--- src/rtl/ysyx_22040895_redirect_ctrl.sv ---
// ---------------------------------------------------------------------------
// ysyx_22040895_redirect_ctrl
//
// Sequences control-flow redirects. Taken EX-stage branches, jal/jalr and
// trap/mret requests flush the younger pipeline registers. A redirect PC is
// then held until the IFU accepts it. Fetch requests still in flight when the
// redirect is accepted come from the old path, so their responses are killed.
//
// Ports:
//   clk_i_rdc, rst_n_i_rdc      clock, asynchronous active-low reset
//   ex_valid_i_rdc              EX holds a valid instruction
//   bcuop_i_rdc                 EX branch op (0 = not a branch)
//   jump_branch_i_rdc           branch-compare taken flag
//   dnpc_i_rdc                  branch target
//   jal_i_rdc, jtarget_i_rdc    jal/jalr in EX and its target
//   trap_i_rdc, trap_pc_i_rdc   trap/mret redirect request and target
//   ifu_ready_i_rdc             IFU accepts the pending redirect
//   fetch_issue_i_rdc           IFU issued one fetch request
//   fetch_resp_i_rdc            one fetch response returned
//   redirect_valid_o_rdc        redirect pending to the IFU
//   redirect_pc_o_rdc           redirect target (0 when no redirect pending)
//   flush_ifid_o_rdc            kill IF/ID contents
//   flush_idex_o_rdc            kill ID/EX contents
//   resp_kill_o_rdc             current fetch response is wrong-path
//
// Optional feature, enabled by defining YSYX_22040895_BR_STAT_EN:
//   br_total_o_rdc, br_taken_o_rdc, redir_wait_o_rdc  32-bit wrapping counters
// ---------------------------------------------------------------------------
module ysyx_22040895_redirect_ctrl #(
    parameter int XLEN            = 64,
    parameter int MAX_OUTSTANDING = 2
) (
    input  logic            clk_i_rdc,
    input  logic            rst_n_i_rdc,
    input  logic            ex_valid_i_rdc,
    input  logic [2:0]      bcuop_i_rdc,
    input  logic            jump_branch_i_rdc,
    input  logic [XLEN-1:0] dnpc_i_rdc,
    input  logic            jal_i_rdc,
    input  logic [XLEN-1:0] jtarget_i_rdc,
    input  logic            trap_i_rdc,
    input  logic [XLEN-1:0] trap_pc_i_rdc,
    input  logic            ifu_ready_i_rdc,
    input  logic            fetch_issue_i_rdc,
    input  logic            fetch_resp_i_rdc,
    output logic            redirect_valid_o_rdc,
    output logic [XLEN-1:0] redirect_pc_o_rdc,
    output logic            flush_ifid_o_rdc,
    output logic            flush_idex_o_rdc,
`ifdef YSYX_22040895_BR_STAT_EN
    output logic [31:0]     br_total_o_rdc,
    output logic [31:0]     br_taken_o_rdc,
    output logic [31:0]     redir_wait_o_rdc,
`endif
    output logic            resp_kill_o_rdc
);

    localparam int CW = $clog2(MAX_OUTSTANDING + 1);

    typedef enum logic [1:0] {
        IDLE  = 2'd0,
        REDIR = 2'd1,
        DRAIN = 2'd2
    } state_t;

    state_t            state, state_nxt;
    logic [CW-1:0]     out_cnt;
    logic [CW-1:0]     drop_cnt, drop_nxt;
    logic [XLEN-1:0]   redirect_pc, pc_nxt;

    logic              br_req, j_req, req;
    logic [XLEN-1:0]   tgt;
    logic [CW-1:0]     out_after_resp;

    logic              redirect_valid, flush_ifid, flush_idex, resp_kill;

    assign br_req = ex_valid_i_rdc & (bcuop_i_rdc != 3'b000) & jump_branch_i_rdc;
    assign j_req  = ex_valid_i_rdc & jal_i_rdc;
    assign req    = trap_i_rdc | j_req | br_req;
    assign tgt    = trap_i_rdc ? trap_pc_i_rdc : (j_req ? jtarget_i_rdc : dnpc_i_rdc);

    // Requests still outstanding once this cycle's response (if any) is retired;
    // these are exactly the old-path fetches left to drop after an accept.
    assign out_after_resp = out_cnt - CW'(fetch_resp_i_rdc);

    always_comb begin
        state_nxt      = state;
        pc_nxt         = redirect_pc;
        drop_nxt       = drop_cnt;
        redirect_valid = 1'b0;
        flush_ifid     = 1'b0;
        flush_idex     = 1'b0;
        resp_kill      = 1'b0;
        case (state)
            IDLE: begin
                if (req) begin
                    flush_ifid = 1'b1;
                    flush_idex = 1'b1;
                    pc_nxt     = tgt;
                    state_nxt  = REDIR;
                end
            end
            REDIR: begin
                redirect_valid = 1'b1;
                flush_ifid     = 1'b1;
                resp_kill      = fetch_resp_i_rdc;
                // A trap outranks everything, including an accept this cycle.
                if (trap_i_rdc) begin
                    flush_idex = 1'b1;
                    pc_nxt     = trap_pc_i_rdc;
                end else if (ifu_ready_i_rdc) begin
                    drop_nxt  = out_after_resp;
                    state_nxt = (out_after_resp == '0) ? IDLE : DRAIN;
                end
            end
            DRAIN: begin
                if (fetch_resp_i_rdc && drop_cnt != '0) begin
                    resp_kill = 1'b1;
                    drop_nxt  = drop_cnt - CW'(1);
                end
                if (req) begin
                    flush_ifid = 1'b1;
                    flush_idex = 1'b1;
                    pc_nxt     = tgt;
                    state_nxt  = REDIR;
                end else if (drop_nxt == '0) begin
                    state_nxt = IDLE;
                end
            end
            default: state_nxt = IDLE;
        endcase
    end

    always_ff @(posedge clk_i_rdc or negedge rst_n_i_rdc) begin
        if (!rst_n_i_rdc) begin
            state       <= IDLE;
            drop_cnt    <= '0;
            redirect_pc <= '0;
        end else begin
            state       <= state_nxt;
            drop_cnt    <= drop_nxt;
            redirect_pc <= pc_nxt;
        end
    end

    // Outstanding fetch counter; simultaneous issue+resp leaves it unchanged.
    always_ff @(posedge clk_i_rdc or negedge rst_n_i_rdc) begin
        if (!rst_n_i_rdc) begin
            out_cnt <= '0;
        end else if (fetch_issue_i_rdc && !fetch_resp_i_rdc &&
                     out_cnt != CW'(MAX_OUTSTANDING)) begin
            out_cnt <= out_cnt + CW'(1);
        end else if (fetch_resp_i_rdc && !fetch_issue_i_rdc && out_cnt != '0) begin
            out_cnt <= out_cnt - CW'(1);
        end
    end

    // Some outputs are combinational on live inputs; gating with reset keeps
    // every output at 0 for as long as reset is asserted.
    assign redirect_valid_o_rdc = redirect_valid & rst_n_i_rdc;
    assign redirect_pc_o_rdc    = redirect_valid_o_rdc ? redirect_pc : '0;
    assign flush_ifid_o_rdc     = flush_ifid & rst_n_i_rdc;
    assign flush_idex_o_rdc     = flush_idex & rst_n_i_rdc;
    assign resp_kill_o_rdc      = resp_kill & rst_n_i_rdc;

`ifdef YSYX_22040895_BR_STAT_EN
    always_ff @(posedge clk_i_rdc or negedge rst_n_i_rdc) begin
        if (!rst_n_i_rdc) begin
            br_total_o_rdc   <= '0;
            br_taken_o_rdc   <= '0;
            redir_wait_o_rdc <= '0;
        end else begin
            if (ex_valid_i_rdc && bcuop_i_rdc != 3'b000 && state != REDIR)
                br_total_o_rdc <= br_total_o_rdc + 32'd1;
            if (br_req)
                br_taken_o_rdc <= br_taken_o_rdc + 32'd1;
            if (state == REDIR && !ifu_ready_i_rdc)
                redir_wait_o_rdc <= redir_wait_o_rdc + 32'd1;
        end
    end
`endif

endmodule
--- config.mk ---
export PLATFORM = sky130hd
export DESIGN_NAME = ysyx_22040895_redirect_ctrl
export DESIGN_NICKNAME = d
export VERILOG_FILES = /design/src/rtl/ysyx_22040895_redirect_ctrl.sv
export SDC_FILE = /design/constraint.sdc
export NUM_CORES = 1
export LEC_CHECK = 0
export CAP_MARGIN = 25
export CORE_AREA = 3 3 129 131
export CTS_CLUSTER_DIAMETER = 40
export DETAILED_ROUTE_END_ITERATION = 16
export DIE_AREA = 0 0 132 134
export GPL_ROUTABILITY_DRIVEN = 0
export GPL_TIMING_DRIVEN = 0
export HOLD_SLACK_MARGIN = 0.06
export PLACE_DENSITY = 0.73
export SLEW_MARGIN = 20
export SYNTH_ARGS = -nofsm -noshare
export SYNTH_HDL_FRONTEND = slang
export SYNTH_SLANG_ARGS = --single-unit
--- constraint.sdc ---
create_clock -name clk_i_rdc -period 2.3 [get_ports clk_i_rdc]
set_input_delay 0.69 -clock clk_i_rdc [delete_from_list [all_inputs] [get_ports clk_i_rdc]]
set_output_delay 0.69 -clock clk_i_rdc [all_outputs]
set_load 0.005 [all_outputs]
==> flow_summary.json <==
{
  "status": "finished with violations",
  "worst-path-max-fanout": 5,
  "htreeDepth": 3,
  "multi_input_area_mm2": 0.00279,
  "firstDrtPassIters": 4,
  "ys_top_cells_by_area": "dfrtp_1 38%, a21oi_1 14%, nand2_1 11%, and3_1 8.6%, o21ai_0 7.3%",
  "ys_ff_latch": 70,
  "synth_fp_nets": 859,
  "drive_above_1_share": 0.199,
  "io_buffers": 271,
  "antenna_cells": 0,
  "ios": 272,
  "tns_ns": -1.58,
  "cp-end-kind": "output port",
  "max_stage_delay_ns": 0.39,
  "cts.sinks": 70,
  "final_area_mm2": 0.00852,
  "worst_setup_path_start_kind": "register",
  "setup_viol": 32,
  "ant_nets": 0,
  "synth_top_family_by_area": "simple AND/OR/NAND/NOR gates",
  "hold_viol": 0,
  "p_seq_frac": 0.272,
  "place_hpwl_um": 14800,
  "vias": 5860,
  "die_w_um": 132,
  "synth.top_cell.area_share": 0.378,
  "max_freq_ghz": 0.411,
  "fp.dieArea_mm2": 0.0177,
  "hp-class": "in2async",
  "r2r-end": "redirect_pc[19]",
  "violations": "setup timing",
  "n_fill_cell": 1562,
  "cts_tree": "yes",
  "synthMuxAreaShare": 0.00674,
  "core_mm2": 0.0157,
  "ys_seq_area_frac": 0.378,
  "timing.final.crit_period_ns": 2.43,
  "grt_setup_unrepaired": "yes",
  "crit_type": "reg2out",
  "ff2ff_path_depth": 9,
  "viasPerCell": 4.99,
  "setup_slack_ns": -0.135,
  "critical_path_required_ns": 1.61,
  "peakVddDrop_mv": 0.428,
  "synth-compound-area-share": 0.236,
  "drc_errors": 0,
  "wl_per_cell_um": 17.3,
  "clockBufferDepth": 2,
  "synth_largest_area_cell": "dfrtp_1",
  "worstPathArrival_ns": 1.74,
  "yosysUniqueCellTypes": 35,
  "grt.overflow.total": 0,
  "maxCapViolations": 0,
  "p_comb_frac": 0.555,
  "grt_pass1_wl_um": 30600,
  "clock_skew_ns": 0.00350,
  "synth-edff-count": 0,
  "slew_headroom": 0.646,
  "final_util": 0.542,
  "fp.dieH_um": 134,
  "ys_async_sr_fraction": 1.00,
  "wl_um": 20400,
  "r2r_slack_ns": 0.15,
  "track_usage": 0.217,
  "power_density_mw_per_mm2": 948,
  "yosys-top-cells-count": "134 x a21oi_1, 133 x nand2_1, 70 x dfrtp_1",
  "worst_pin_slew_ns": 0.532,
  "slew_violations": 0,
  "yosysMostFrequentCell": "a21oi_1",
  "place_area_mm2": 0.00764,
  "cts_root_buf": "clkbuf_16",
  "timing.final.crit_share": 1.06,
  "numCtsBuffers": 9,
  "p_switching_uw": 3090,
  "p_leak_uw": 0.00381,
  "dp.cells": 1137,
  "synthAdderAreaFrac": 0.0162,
  "regArea_mm2": 0.00175,
  "slowest_stage": "dfrtp_1",
  "final_nets": 1167,
  "clk_pin_slew_ns": 0.06,
  "grt_max_degree": 22,
  "grt_pass1_vias": 5616,
  "swShare": 0.382,
  "synth-xor-area-share": 0.00566,
  "holdWs_ns": 0.167,
  "syn_area_mm2": 0.00464,
  "r2r_start": "state[1]",
  "synth_ff_type": "dfrtp_1",
  "antenna_found_initial": 1,
  "yosys_warnings": 0,
  "start_util": 0.295,
  "cellInternalPower_uw": 4990,
  "drt_iter0_markers": 284,
  "synthSimpleGateAreaFrac": 0.288,
  "post_synth.cell_area_avg_um2": 7.15,
  "core.rowCount": 46,
  "path_cells": "buf_6 > ha_4 > buf_8 > nor3_4 > o32ai_2 > and3b_1 > buf_2",
  "synthToLayoutAreaGrowth_pct": 83.7,
  "clock_latency_ns": 0.32,
  "final_cell_count_no_fill": 1175,
  "power_frac_clock": 0.173,
  "syn_inst": 649
}
through the flow:
step	setup slack (ns)	power, uW
final	-0.135	8080
after global routing	-0.193	8700
after floorplan	0.247	4200
after detailed placement	-1.38	5900
after CTS	-0.141	7630
after global placement	-3.60	5810
flip-flops by register name, summed over array words and instances, names as in the netlist:
name         count
drop_cnt         2
state            2
out_cnt          2
redirect_pc     64
per-layer routing:
metal  global-route usage  part of all wire  vias to the layer above
met5                    0           0.00064                        -
li1                     -                 -                     2878
met4               0.0671             0.023                        2
met2                0.362              0.47                      223
met3               0.0555             0.081                       35
met1                0.279              0.42                     2722
critical path: cells and delay by family (launching register included):
kind	cells	cell delay (ns)
adders and majority gates	1	0.16
AOI/OAI and AO/OA	1	0.10
buffers and inverters	3	0.39
DFF	1	0.39
and+or+nand+nor	2	0.36
how the worst max path moves through the flow:
stage | from | slack, ns | to
after floorplan | jal_i_rdc | 0.25 | flush_ifid_o_rdc
after global placement | rst_n_i_rdc | -3.60 | redirect_pc_o_rdc[39]
after detailed placement | rst_n_i_rdc | -1.38 | redirect_pc_o_rdc[39]
after CTS | state[0] | -0.14 | flush_idex_o_rdc
after global routing | state[0] | -0.19 | flush_idex_o_rdc
final | state[1] | -0.13 | flush_idex_o_rdc
power groups by stage:
stage / registers, uW / logic (uW) / clock network [uW]
2_1_floorplan: 2090 / 2120 / 0
3_3_place_gp: 2150 / 3660 / 0
3_5_place_dp: 2180 / 3720 / 0
4_1_cts: 2160 / 4020 / 1440
5_1_grt: 2270 / 4940 / 1490
6_report: 2200 / 4480 / 1400
cell type report:
class                      instances  area share
timing repair buffer             299       0.347
clock buffer                      12      0.0313
inverter                           9     0.00426
buffer                            62      0.0486
clock inverter                     1     0.00352
tap                              216      0.0317
sequential                        70       0.206
multi-input combinational        506       0.328
timing repair:
action | in CTS | in global routing
buffers inserted | 13 | 7
pin swaps | 8 | 8
hold buffers | 0 | 0
setup endpoints to repair | 129 | 104
resized for setup | 318 | 110
gates cloned | 6 | 1
cell usage in the layout, fill, tap and decap left out, types with 3 or more instances in the layout:
cell,netlist,layout
and3_1,64,37
clkbuf_1,35,16
nand3_1,67,67
bufbuf_16,0,3
clkdlybuf4s50_1,0,194
buf_8,0,11
clkbuf_16,0,11
dlygate4sd2_1,0,4
buf_2,15,43
nand2_1,133,132
buf_6,3,35
clkbuf_2,4,21
ha_4,0,3
dfrtp_1,70,69
buf_1,6,5
clkbuf_8,0,6
and3_4,0,27
inv_1,9,6
clkdlybuf4s15_1,0,7
a21oi_1,134,133
ha_1,6,3
o21ai_0,68,66
buf_4,1,13
o21ai_1,4,4
nor2_1,7,6
cells by family after synthesis:
family                   count (synthesis)
buffers and inverters                   73
AO/OA/AOI/OAI                          214
flip-flops                              70
XOR/XNOR                                 3
multiplexers                             3
adder cells (fa/ha/maj)                  6
AND/OR/NAND/NOR                        280
Note: power is estimated with default switching activity, not from simulation.
